$ cat src/rtl/csr_commit_ctrl_if.sv
// rtl/csr_commit_ctrl_if.sv - WB-stage retire handshake bundle into the CSR commit controller
interface csr_commit_ctrl_if;
  logic        ws_valid;
  logic        ws_ready;
  logic [31:0] ws_pc;
  logic [2:0]  ws_op;
  logic [13:0] ws_csr_num;
  logic [31:0] ws_rj_value;
  logic [31:0] ws_rkd_value;
  logic [31:0] ws_vaddr;
  logic        ws_ex_adef;
  logic        ws_ex_ine;
  logic        ws_ex_sys;
  logic        ws_ex_brk;
  logic        ws_ex_ale;

  modport master (
    output ws_valid, ws_pc, ws_op, ws_csr_num, ws_rj_value, ws_rkd_value, ws_vaddr,
           ws_ex_adef, ws_ex_ine, ws_ex_sys, ws_ex_brk, ws_ex_ale,
    input  ws_ready
  );

  modport slave (
    input  ws_valid, ws_pc, ws_op, ws_csr_num, ws_rj_value, ws_rkd_value, ws_vaddr,
           ws_ex_adef, ws_ex_ine, ws_ex_sys, ws_ex_brk, ws_ex_ale,
    output ws_ready
  );
endinterface

$ cat src/rtl/csr_commit_ctrl.sv
// rtl/csr_commit_ctrl.sv - writeback CSR commit, exception encode, flush and drain control
module csr_commit_ctrl #(
  parameter int unsigned DRAIN_CYCLES = 2
) (
  input  logic                 clk,
  input  logic                 reset,
  csr_commit_ctrl_if.slave     ws,
  input  logic                 has_int,
  input  logic [31:0]          csr_rdata,
  input  logic [31:0]          era,
  input  logic [31:0]          eentry,
  output logic                 csr_we,
  output logic [13:0]          csr_num,
  output logic [31:0]          csr_wmask,
  output logic [31:0]          csr_wdata,
  output logic                 excp_flush,
  output logic                 ertn_flush,
  output logic [5:0]           ecode,
  output logic [2:0]           esubcode,
  output logic [31:0]          epc,
  output logic [31:0]          eaddr,
  output logic                 rd_valid,
  output logic [31:0]          rd_value,
  output logic                 flush_req,
  output logic [31:0]          flush_pc
);

  localparam logic [3:0] DRAIN_INIT = 4'(DRAIN_CYCLES - 1);

  localparam logic [2:0] OP_CSRRD   = 3'd1;
  localparam logic [2:0] OP_CSRWR   = 3'd2;
  localparam logic [2:0] OP_CSRXCHG = 3'd3;
  localparam logic [2:0] OP_ERTN    = 3'd4;

  typedef enum logic [1:0] {
    S_IDLE   = 2'd0,
    S_COMMIT = 2'd1,
    S_FLUSH  = 2'd2,
    S_DRAIN  = 2'd3
  } state_t;

  typedef struct packed {
    logic [31:0] pc;
    logic [2:0]  op;
    logic [13:0] num;
    logic [31:0] rj;
    logic [31:0] rkd;
    logic [31:0] vaddr;
    logic        adef;
    logic        ine;
    logic        sys;
    logic        brk;
    logic        ale;
    logic        int_tag;
  } stage_t;

  state_t      state_q, state_d;
  stage_t      stage_q, stage_d;
  logic        stage_valid_q, stage_valid_d;
  logic [3:0]  drain_cnt_q, drain_cnt_d;
  logic        flush_excp_q, flush_excp_d;

  logic        commit;
  logic        any_ex;
  logic        do_excp;
  logic        do_ertn;
  logic        do_flush;
  logic        ready;
  logic        accept;
  logic        op_rd;
  logic        op_wr;
  stage_t      incoming;

  assign commit   = (state_q == S_COMMIT) && stage_valid_q;
  assign any_ex   = stage_q.int_tag | stage_q.adef | stage_q.ine |
                    stage_q.sys | stage_q.brk | stage_q.ale;
  assign op_rd    = (stage_q.op == OP_CSRRD) || (stage_q.op == OP_CSRWR) ||
                    (stage_q.op == OP_CSRXCHG);
  assign op_wr    = (stage_q.op == OP_CSRWR) || (stage_q.op == OP_CSRXCHG);
  assign do_excp  = commit & any_ex;
  assign do_ertn  = commit & ~any_ex & (stage_q.op == OP_ERTN);
  assign do_flush = do_excp | do_ertn;

  // A flushing instruction holds off the pipe; every other state keeps it flowing
  assign ready       = ~reset & ~do_flush;
  assign ws.ws_ready = ready;
  assign accept      = ws.ws_valid & ready;

  assign incoming = '{
    pc:      ws.ws_pc,
    op:      ws.ws_op,
    num:     ws.ws_csr_num,
    rj:      ws.ws_rj_value,
    rkd:     ws.ws_rkd_value,
    vaddr:   ws.ws_vaddr,
    adef:    ws.ws_ex_adef,
    ine:     ws.ws_ex_ine,
    sys:     ws.ws_ex_sys,
    brk:     ws.ws_ex_brk,
    ale:     ws.ws_ex_ale,
    int_tag: has_int
  };

  // Next-state: stage capture on accept, flush entry, drain countdown
  always_comb begin
    state_d       = state_q;
    stage_d       = stage_q;
    stage_valid_d = stage_valid_q;
    drain_cnt_d   = drain_cnt_q;
    flush_excp_d  = flush_excp_q;
    case (state_q)
      S_IDLE: begin
        if (accept) begin
          stage_d       = incoming;
          stage_valid_d = 1'b1;
          state_d       = S_COMMIT;
        end
      end
      S_COMMIT: begin
        if (do_flush) begin
          stage_valid_d = 1'b0;
          flush_excp_d  = do_excp;
          state_d       = S_FLUSH;
        end else if (accept) begin
          stage_d       = incoming;
          stage_valid_d = 1'b1;
          state_d       = S_COMMIT;
        end else begin
          stage_valid_d = 1'b0;
          state_d       = S_IDLE;
        end
      end
      S_FLUSH: begin
        drain_cnt_d = DRAIN_INIT;
        state_d     = S_DRAIN;
      end
      S_DRAIN: begin
        if (drain_cnt_q == 4'd0) begin
          state_d = S_IDLE;
        end else begin
          drain_cnt_d = drain_cnt_q - 4'd1;
        end
      end
      default: state_d = S_IDLE;
    endcase
  end

  // State, stage and drain counter registers
  always_ff @(posedge clk) begin
    if (reset) begin
      state_q       <= S_IDLE;
      stage_q       <= '0;
      stage_valid_q <= 1'b0;
      drain_cnt_q   <= 4'd0;
      flush_excp_q  <= 1'b0;
    end else begin
      state_q       <= state_d;
      stage_q       <= stage_d;
      stage_valid_q <= stage_valid_d;
      drain_cnt_q   <= drain_cnt_d;
      flush_excp_q  <= flush_excp_d;
    end
  end

  // Commit-cycle CSR access, exception encode and redirect; held quiet during reset
  always_comb begin
    csr_we     = 1'b0;
    csr_num    = 14'd0;
    csr_wmask  = 32'd0;
    csr_wdata  = 32'd0;
    excp_flush = 1'b0;
    ertn_flush = 1'b0;
    ecode      = 6'd0;
    esubcode   = 3'd0;
    epc        = 32'd0;
    eaddr      = 32'd0;
    rd_valid   = 1'b0;
    rd_value   = 32'd0;
    flush_req  = 1'b0;
    flush_pc   = 32'd0;
    if (!reset) begin
      if (commit) begin
        csr_num   = stage_q.num;
        csr_wdata = stage_q.rkd;
        if (stage_q.op == OP_CSRWR) begin
          csr_wmask = 32'hFFFF_FFFF;
        end else if (stage_q.op == OP_CSRXCHG) begin
          csr_wmask = stage_q.rj;
        end
        if (any_ex) begin
          excp_flush = 1'b1;
          epc        = stage_q.pc;
          eaddr      = stage_q.vaddr;
          if (stage_q.int_tag)   ecode = 6'h00;
          else if (stage_q.adef) ecode = 6'h08;
          else if (stage_q.ine)  ecode = 6'h0D;
          else if (stage_q.sys)  ecode = 6'h0B;
          else if (stage_q.brk)  ecode = 6'h0C;
          else                   ecode = 6'h09;
        end else if (stage_q.op == OP_ERTN) begin
          ertn_flush = 1'b1;
        end else if (op_rd) begin
          rd_valid = 1'b1;
          rd_value = csr_rdata;
          csr_we   = op_wr;
        end
      end
      if (state_q == S_FLUSH) begin
        flush_req = 1'b1;
        flush_pc  = flush_excp_q ? eentry : era;
      end
    end
  end

endmodule

$ cat src/flat_wrapper.sv
// flat-port wrapper written by rule: the top's interface ports become plain ports
module csr_commit_ctrl_flat 
#(
  parameter int unsigned DRAIN_CYCLES = 2
)
  (clk, reset, has_int, csr_rdata, era, eentry, csr_we, csr_num, csr_wmask, csr_wdata, excp_flush, ertn_flush, ecode, esubcode, epc, eaddr, rd_valid, rd_value, flush_req, flush_pc, ws_ws_valid, ws_ws_pc, ws_ws_op, ws_ws_csr_num, ws_ws_rj_value, ws_ws_rkd_value, ws_ws_vaddr, ws_ws_ex_adef, ws_ws_ex_ine, ws_ws_ex_sys, ws_ws_ex_brk, ws_ws_ex_ale, ws_ws_ready);
  csr_commit_ctrl_if ws_i ();
  input  logic clk;
  input  logic reset;
  input  logic has_int;
  input  logic [31:0] csr_rdata;
  input  logic [31:0] era;
  input  logic [31:0] eentry;
  output logic csr_we;
  output logic [13:0] csr_num;
  output logic [31:0] csr_wmask;
  output logic [31:0] csr_wdata;
  output logic excp_flush;
  output logic ertn_flush;
  output logic [5:0] ecode;
  output logic [2:0] esubcode;
  output logic [31:0] epc;
  output logic [31:0] eaddr;
  output logic rd_valid;
  output logic [31:0] rd_value;
  output logic flush_req;
  output logic [31:0] flush_pc;
  input wire logic [$bits(ws_i.ws_valid)-1:0] ws_ws_valid;
  input wire logic [$bits(ws_i.ws_pc)-1:0] ws_ws_pc;
  input wire logic [$bits(ws_i.ws_op)-1:0] ws_ws_op;
  input wire logic [$bits(ws_i.ws_csr_num)-1:0] ws_ws_csr_num;
  input wire logic [$bits(ws_i.ws_rj_value)-1:0] ws_ws_rj_value;
  input wire logic [$bits(ws_i.ws_rkd_value)-1:0] ws_ws_rkd_value;
  input wire logic [$bits(ws_i.ws_vaddr)-1:0] ws_ws_vaddr;
  input wire logic [$bits(ws_i.ws_ex_adef)-1:0] ws_ws_ex_adef;
  input wire logic [$bits(ws_i.ws_ex_ine)-1:0] ws_ws_ex_ine;
  input wire logic [$bits(ws_i.ws_ex_sys)-1:0] ws_ws_ex_sys;
  input wire logic [$bits(ws_i.ws_ex_brk)-1:0] ws_ws_ex_brk;
  input wire logic [$bits(ws_i.ws_ex_ale)-1:0] ws_ws_ex_ale;
  output wire logic [$bits(ws_i.ws_ready)-1:0] ws_ws_ready;
  assign ws_i.ws_valid = ws_ws_valid;
  assign ws_i.ws_pc = ws_ws_pc;
  assign ws_i.ws_op = ws_ws_op;
  assign ws_i.ws_csr_num = ws_ws_csr_num;
  assign ws_i.ws_rj_value = ws_ws_rj_value;
  assign ws_i.ws_rkd_value = ws_ws_rkd_value;
  assign ws_i.ws_vaddr = ws_ws_vaddr;
  assign ws_i.ws_ex_adef = ws_ws_ex_adef;
  assign ws_i.ws_ex_ine = ws_ws_ex_ine;
  assign ws_i.ws_ex_sys = ws_ws_ex_sys;
  assign ws_i.ws_ex_brk = ws_ws_ex_brk;
  assign ws_i.ws_ex_ale = ws_ws_ex_ale;
  assign ws_ws_ready = ws_i.ws_ready;
  csr_commit_ctrl #(.DRAIN_CYCLES(DRAIN_CYCLES)) u_core (.clk(clk), .reset(reset), .ws(ws_i), .has_int(has_int), .csr_rdata(csr_rdata), .era(era), .eentry(eentry), .csr_we(csr_we), .csr_num(csr_num), .csr_wmask(csr_wmask), .csr_wdata(csr_wdata), .excp_flush(excp_flush), .ertn_flush(ertn_flush), .ecode(ecode), .esubcode(esubcode), .epc(epc), .eaddr(eaddr), .rd_valid(rd_valid), .rd_value(rd_value), .flush_req(flush_req), .flush_pc(flush_pc));
endmodule
$ cat config.mk
export PLATFORM = sky130hd
export DESIGN_NAME = csr_commit_ctrl_flat
export DESIGN_NICKNAME = d
export VERILOG_FILES = /design/src/rtl/csr_commit_ctrl_if.sv /design/src/rtl/csr_commit_ctrl.sv /design/src/flat_wrapper.sv
export SDC_FILE = /design/constraint.sdc
export NUM_CORES = 1
export LEC_CHECK = 0
export ABC_AREA = 1
export CORE_AREA = 3 3 183 185
export DETAILED_ROUTE_END_ITERATION = 10
export DIE_AREA = 0 0 186 188
export GPL_TIMING_DRIVEN = 0
export HOLD_SLACK_MARGIN = 0.06
export PLACE_DENSITY = 0.69
export SYNTH_ARGS = -nofsm -noshare
export SYNTH_HDL_FRONTEND = slang
export SYNTH_SLANG_ARGS = --single-unit
$ cat constraint.sdc
create_clock -name clk -period 1.4 [get_ports clk]
set_input_delay 0.28 -clock clk [delete_from_list [all_inputs] [get_ports clk]]
set_output_delay 0.28 -clock clk [all_outputs]
set_load 0.005 [all_outputs]
After elaboration in Yosys (flattened, before gate mapping)
Cells that the tools add are included.
Storage, ports and cells
  ROM bits: 0
  logic and storage cells: 118
  bits of input ports: 250
  latch bits: 0
  RAM bits: 0
  output and inout bits: 221
  register bits after elaboration: 159
  memories: 0
Cells by class
  $lt $le $gt $ge: 0
  equality and inequality tests: 11
  bitwise gates (word level): 14
  reductions and logical operators: 13
  div/mod/pow operators: 0
  multiplexer cells: 63
  $add $sub $neg: 1
  shifts and indexed selects: 0
  $mul: 0
Operator list (number)
  two-way mux 32 bit: 20
  two-way mux 151 bit: 2
  case mux 151 bit (2 select lines): 1
  two-way mux 6 bit: 7
  two-way mux 14 bit: 2
  two-way mux 1 bit: 23
  AND reduction 2 bit: 5
  case mux 2 bit (4 select lines): 1
  case mux 4 bit (2 select lines): 1
  == test 3 x 2 -> 1 bit, second input constant: 2
  two-way mux 2 bit: 3
  OR 1 bit: 6
  AND 1 bit: 5
  == test 2 bit, second input constant: 2
  logical NOT 4 bit: 1
  two-way mux 4 bit: 1
  inequality test 2 x 1 -> 1 bit, second input constant: 2
  inequality test 2 bit, second input constant: 2
  nonzero test 2 bit: 2
  subtractor 4 x 1 -> 4 bit, second input constant: 1
  == test 3 x 1 -> 1 bit, second input constant: 1
  == test 3 bit, second input constant: 1
  logical OR 1 bit: 3
  two-way mux 3 bit: 1
  5 further kinds: 7

Longest topological paths before layout
Gate-level depths: netlist of the first run.
  word-level depth: 15
  mapped depth: 10
  gate-level depth less buffers: 8

Worst setup path after synthesis of the first run
No wires, ideal clock.
  path kind: register to output
  start point: reg with a tool-made name
  end point: out eaddr[22]
  arrival: 1.298 ns
  data required time: 1.120 ns
  cell stages (with the launch flop): 10
  path buffers: 2
  slack: -0.178 ns
  cell sequence: dfxtp_1 -> inv_2 -> nand2_1 -> nor2_4 -> nand2_1 -> inv_2 -> nand2_1 -> buf_2 -> buf_4 -> nor2_1
RTL lines
  end, declared: line flat_wrapper.sv:23  | output logic [31:0] eaddr;

==> flow_summary_export.csv, run 1 <==
group,metric,value,unit
status,status,"finished, violations left",
status,violations,"negative setup slack",
pwr,p_per_area,792,mW/mm^2
timing,max_freq,0.430,GHz
drt,dr.pass1.iters,6,
setup_path,worstPathMaxFanout,8,
pwr,irDropWorstVdd,0.684,mV
place,dp_hpwl,29.2,mm
logic_synthesis,synthCells,1409,
setup_path,reg2reg_depth,11,
drt,route.detailed.drc,0,
clock_tree,cts-root-buf,"clkbuf_16",
hold_path,hold_depth,3,
clock_tree,insertion_delay,430,ps
finish,area_growth,91.7,%
drt,drt_wl_total,41.3,mm
logic_synthesis,synth_cell_types,24,
place,portBuffers,464,
global_route,grt_pass1_vias,10700,
setup_path,path_cells,"inv_4, nand2_4, nor2_4, nand2_4, inv_8, nand3_4, clkbuf_16, buf_8, a21oi_4, buf_2",
timing,relSlewSlack,47.6,%
setup_path,start_kind,"flop",
pwr,total_power,13.0,mW
hold_path,worstHoldPathType,"primary input to flop",
hold_path,min_to,"u_core.stage_q[78]$_SDFFE_PP0P_",
finish,drive_gt1_share,32.2,%
setup_path,cp-end-kind,"output port",
floorplan,die_w,186,um
floorplan,die_y,188,um
logic_synthesis,synth_top_family_by_area,"simple AND/OR/NAND/NOR gates",
drt,post_drt_wl_per_cell,17.0,um
clock_tree,cts.path.max_buffers,2,
floorplan,dieArea,0.0350,mm^2
global_route,grt_start_max_net_pins,19,
logic_synthesis,seq_area_frac_synth,37.3,%
logic_synthesis,syn_area,0.00853,mm^2
setup_path,worst_path_largest_cell_delay,340,ps
logic_synthesis,synth-simple-area-share,42.5,%
timing,tightest_slew,787,ps
clock_tree,postCtsHoldBufs,0,
place,placement.setup.worst_slack,-1250,ps
timing,drv_slew,0,
setup_path,critPathBufInv,5,
global_route,antenna_found_initial,9,
setup_path,r2r_end,"u_core.stage_q[85]$_SDFFE_PP0P_",
setup_path,r2r_slack,-660,ps
logic_synthesis,synthMuxAreaShare,0,%
setup_path,cp.required,1120,ps
logic_synthesis,synthAdderAreaFrac,0.293,%
logic_synthesis,ys_warn_count,0,
clock_tree,clock-sinks,159,
clock_tree,cts_tree,"done",
timing,skew,20.6,ps
floorplan,rows,66,
setup_path,crit_path_frequent_cell,"nand2_4",
clock_tree,cts_max_level,4,
hold_path,hp-start,"ws_ws_rj_value[8]",
logic_synthesis,ys_ff_latch,159,
timing,post-route-min-period,2330,ps
timing,finalHoldViolCount,0,
drt,vias_per_cell,4.63,
job,maxCapViolCount,0,
setup_path,worstSetupPathType,"flop to output port",
setup_path,cp_top_family,"buffers and inverters",
global_route,grtUsageTotal,21.6,%
logic_synthesis,synth_compound_area_share,4.28,%
place,gp_congestion,0.881,
logic_synthesis,synth-xor-area-share,0.308,%
setup_path,rr_startpoint,"u_core.stage_q[0]$_SDFFE_PP0P_",
logic_synthesis,yosysTopAreaCell,"dfxtp_1",
timing,finalSetupViolCount,372,
logic_synthesis,synth_top_area_share,37.3,%
global_route,grt_pass1_wl,59.0,mm
finish,n_fill_cell,3089,
drt,drtIter0Drc,503,
timing,whs,412,ps
clock_tree,cts_buffers,17,
floorplan,core_region_area,0.0322,mm^2
floorplan,initial_core_util,26.5,%
timing,period_share,166,%
logic_synthesis,synth_area_leaders,"dfxtp_1 (37%), nand2_1 (17%), nor2_1 (13%)",
floorplan,ios,471,
timing,rsz0062_at_grt,"true",
setup_path,worstPathArrival,2050,ps
drt,ant_nets,0,
pwr,p_leak,7.61,nW
setup_path,crit_slowest_cell,"dfxtp_2",
clock_tree,cts.clk_slew.worst_paths,90,ps
finish,final_nets,2255,
global_route,overflow,0,
logic_synthesis,avgSynthCellArea,6.06,um^2
timing,worst_slack,-928,ps
drt,num_vias,11200,
-- flip-flops by register name, summed over array words and instances, names as in the netlist, named ones only --
| register | count |
|---|---|
| u_core.stage_q | 151 |
| u_core.drain_cnt_q | 4 |
| u_core.flush_excp_q | 1 |
| u_core.stage_valid_q | 1 |
| u_core.state_q | 1 |
-- cells in the mapped netlist (all sizes together) --
master and instances:
nor2 305, ha 2, o21ai 2, nand4 151, inv 200, nor3 4, dfxtp 159, a21oi 71
nor4 1, nand2 383, nand3 8, xor2 3, conb 1, clkbuf 74, buf 45
-- report_power, final --
part	switching (mW)	leakage, nW	internal [mW]
clock	2.33	0.285	2.41
sequential	0.126	1.32	4.92
combinational	1.73	6.01	1.46
total	4.18	7.61	8.78
-- stage by stage --
step	instance area [um^2]	cells	setup TNS, ps	util, %
2_1_floorplan	8700	1413	-5980	-
3_3_place_gp	13900	2285	-341610	43.0
3_5_place_dp	13900	2285	-344320	43.0
4_1_cts	15500	2393	-250230	48.3
5_1_grt	16400	2426	-288300	50.8
6_report	16400	2427	-246840	50.8
-- cell usage in the layout (no fill, tap or decap), drive strengths merged, types with 3 or more instances in the layout --
cell type / instances
conb: 5
xor2: 3
nand2: 383
nand4: 151
nor2: 305
dfxtp: 159
diode: 3
nor3: 4
a21oi: 71
buf: 356
clkdlybuf4s50: 248
clkbuf: 96
nand3: 8
clkinv: 7
clkdlybuf4s15: 7
inv: 206
-- worst min-delay path, cell delays in order --
cell and delay, ps:
clkdlybuf4s50_1 400, nand4_1 80, nand2_1 50
-- metal layers --
| metal | share of wire (%) | GRT usage [%] | up-vias |
|---|---|---|---|
| li1 | - | - | 5539 |
| met1 | 38 | 23.9 | 5157 |
| met2 | 51 | 39.5 | 437 |
| met3 | 7.7 | 5.66 | 100 |
| met4 | 3.6 | 7.73 | 10 |
| met5 | 0.16 | 0 | - |
-- cells by family (layout without fill, tap and decap cells) --
kind of cell	Yosys count	in the layout
buf+inv	319	922
xor+xnor	3	3
fa+ha+maj	2	2
compound gates	73	73
other cells	1	8
flops	159	159
simple gates	852	852
-- how the worst max path moves through the flow --
stage	from	endpoint	slack [ps]	cells after the start
after floorplan	flop	eaddr[22]	-80	9
after CTS	flop	rd_value[24]	-960	11
after detailed placement	reset	rd_value[4]	-1250	8
after global placement	reset	csr_wmask[8]	-1240	8
final	flop	csr_wmask[8]	-930	10
after global routing	flop	csr_wmask[8]	-990	10
-- timing repair --
action	in CTS	in global routing
setup buffers	68	45
setup endpoints to repair	372	374
resized for setup	1063	332
pin swaps	22	32
cloned	11	3
-- area by class of cell --
type                       instances  area [um^2]  share of cell area, %
clock inverter                    15          168                   1.02
inverter                         200          768                   4.70
antenna                            3         7.51                 0.0459
timing repair buffer             578         5190                   31.7
multi-input combinational        935         5310                   32.4
sequential                       159         3190                   19.5
buffer                           112          792                   4.84
tap                              408          510                   3.12
clock buffer                      17          425                   2.60
No activity file was read; power rests on OpenSTA's default activity.
==> run 2: changes to the inputs <==
--- a/config.mk
+++ b/config.mk
@@ -11,7 +11,6 @@
 export DIE_AREA = 0 0 186 188
 export GPL_TIMING_DRIVEN = 0
 export HOLD_SLACK_MARGIN = 0.06
-export PLACE_DENSITY = 0.69
 export SYNTH_ARGS = -nofsm -noshare
 export SYNTH_HDL_FRONTEND = slang
 export SYNTH_SLANG_ARGS = --single-unit
==> run 2 against run 1 <==
  * The run still ends with negative setup slack left
  * Flip-flop and latch count is the same
  * Register-to-register slack better by 120 ps
  * Cell count is 0.58% higher
  * Sequential share of layout area is essentially flat
  * Critical path type unchanged
  * Critical endpoint is now csr_wdata[15]
==> flow_summary_export.csv, run 2 (same netlist as run 1, synthesis figures left out) <==
group,metric,value,unit
global_route,grt.met3_usage,5.94,%
global_route,grt_pass1_wl,57.9,mm
setup_path,worstSetupPathType,"flop to output port",
floorplan,rows,66,
setup_path,rr_startpoint,"u_core.stage_q[116]$_SDFFE_PP0P_",
floorplan,ios,471,
clock_tree,cts.clk_slew.worst_paths,80,ps
global_route,antenna_found_initial,9,
pwr,irDropWorstVdd,0.665,mV
setup_path,start_kind,"flop",
clock_tree,insertion_delay,430,ps
drt,num_vias,11100,
setup_path,path_cells,"inv_4, nand2_4, nor2_4, nand2_4, buf_8, buf_4, nor2_1, clkdlybuf4s50_1",
status,status,"finished, violations left",
hold_path,min_to,"u_core.stage_q[147]$_SDFFE_PP0P_",
clock_tree,cts.path.max_buffers,2,
global_route,grt_start_max_net_pins,19,
drt,drt_wl_total,40.5,mm
global_route,met2_usage,38.0,%
setup_path,r2r_end,"u_core.stage_q[104]$_SDFFE_PP0P_",
floorplan,die_y,188,um
pwr,p_leak,7.70,nW
place,portBuffers,464,
setup_path,cp-end-kind,"output port",
hold_path,hold_depth,3,
finish,stdcell_area,0.0163,mm^2
floorplan,initial_core_util,26.5,%
setup_path,r2r_slack,-540,ps
setup_path,critPathBufInv,4,
finish,mostFrequentLayoutCell,"nand2_1",
finish,final_cell_mix,"nand2_1 (375), clkdlybuf4s50_1 (265), nor2_1 (196)",
setup_path,cp.required,1120,ps
drt,ant_nets,0,
finish,n_fill_cell,3202,
global_route,busiest_layer,"met2",
timing,worst_slack,-1010,ps
timing,skew,20.1,ps
timing,post-route-min-period,2410,ps
clock_tree,cts_tree,"done",
clock_tree,cts-root-buf,"clkbuf_16",
finish,final_nets,2264,
timing,relSlewSlack,43.6,%
drt,vias_per_cell,4.53,
setup_path,crit_path_frequent_cell,"nand2_4",
timing,finalSetupViolCount,372,
place,dp_hpwl,29.0,mm
drt,route.detailed.drc,0,
floorplan,dieArea,0.0350,mm^2
place,gp_congestion,0.855,
clock_tree,cts_max_level,4,
global_route,overflow,0,
finish,top_regs,"u_core.stage_q: 151 flops, u_core.drain_cnt_q: 4 flops",
finish,largest_register_ff_count,151,
setup_path,crit_slowest_cell,"clkdlybuf4s50_1",
pwr,p_per_area,800,mW/mm^2
global_route,use_met1,23.6,%
timing,finalHoldViolCount,0,
clock_tree,clock-sinks,159,
drt,drtIter0Drc,367,
setup_path,worstPathArrival,2130,ps
setup_path,reg2reg_depth,10,
global_route,grtUsageTotal,21.3,%
pwr,total_power,13.1,mW
timing,period_share,172,%
hold_path,worstHoldPathType,"primary input to flop",
floorplan,die_w,186,um
finish,drive_gt1_share,29.9,%
drt,dr.pass1.iters,4,
global_route,grt_pass1_vias,10600,
drt,post_drt_wl_per_cell,16.6,um
finish,regMostFlops,"u_core.stage_q",
place,placed_cell_area,0.0139,mm^2
timing,drv_slew,0,
setup_path,cp_top_family,"buffers and inverters",
timing,rsz0062_at_grt,"true",
job,maxCapViolCount,0,
clock_tree,cts_buffers,17,
status,violations,"negative setup slack",
finish,area_growth,91.2,%
hold_path,hp-start,"ws_ws_pc[28]",
setup_path,worst_path_largest_cell_delay,510,ps
floorplan,core_region_area,0.0322,mm^2
timing,max_freq,0.415,GHz
timing,tightest_slew,846,ps
setup_path,worstPathMaxFanout,10,
-- run 2: cell count changes in the layout (fill, tap and decap cells not counted), sizes merged --
cell	previous run	this run
clkinv	7	5
diode	3	8
dlymetal6s2s	0	7
buf	356	327
clkbuf	96	109
bufinv	0	1
clkdlybuf4s50	248	265
dlygate4sd2	0	2
-- run 2: worst min-delay path: cells and delay by family --
kind                   cells  cell delay [ps]
buffers and inverters      1              400
and+or+nand+nor            2              130
-- run 2: area by class of cell --
class,count,area (um^2),share of cell area [%]
clock buffers,18,439,2.69
plain buffers,115,785,4.81
well taps,408,510,3.13
diodes,8,20.0,0.123
repair buffers,584,5330,32.7
flip-flops and latches,159,3190,19.5
multi-input cells,935,5090,31.2
clock inverters,14,191,1.17
inverters,200,766,4.69
-- run 2: stage by stage --
| step | hold WS (ps) | setup TNS [ps] | cells | worst slack [ps] | utilization, % |
|---|---|---|---|---|---|
| CTS | 394 | -280740 | 2374 | -1100 | 47.2 |
| floorplan | 434 | -5980 | 1413 | -78.1 | - |
| global placement | 450 | -333630 | 2285 | -1130 | 43.0 |
| global route | 401 | -283920 | 2440 | -1110 | 50.7 |
| detailed placement | 457 | -329220 | 2285 | -1110 | 43.0 |
| finish | 413 | -244330 | 2441 | -1010 | 50.7 |
-- run 2: worst max path at each step --
stage	slack, ps	endpoint	from	cells past startpoint
after floorplan	-80	eaddr[22]	flop	9
after global placement	-1130	epc[8]	reset	8
after detailed placement	-1110	epc[8]	reset	8
after CTS	-1100	rd_value[29]	flop	9
after global routing	-1110	csr_wmask[2]	flop	12
final	-1010	csr_wdata[15]	flop	8
-- run 2: timing repair --
action / CTS / global route
gates resized for setup: 664 / 510
gates cloned: 3 / 3
hold buffers: 0 / 0
buffers inserted: 55 / 68
setup endpoints to repair: 372 / 374
pin swaps: 8 / 34
-- run 2: where the power goes --
part	internal, mW	switching, mW	leakage (nW)
logic	1.42	1.64	6.09
clock network	2.64	2.30	0.300
registers	4.92	0.120	1.32
-- run 2: per-layer routing --
| metal | share of wire [%] | up-vias |
|---|---|---|
| li1 | - | 5544 |
| met1 | 38 | 5120 |
| met2 | 52 | 346 |
| met3 | 7.3 | 52 |
| met4 | 2.6 | 2 |
| met5 | 0.032 | - |
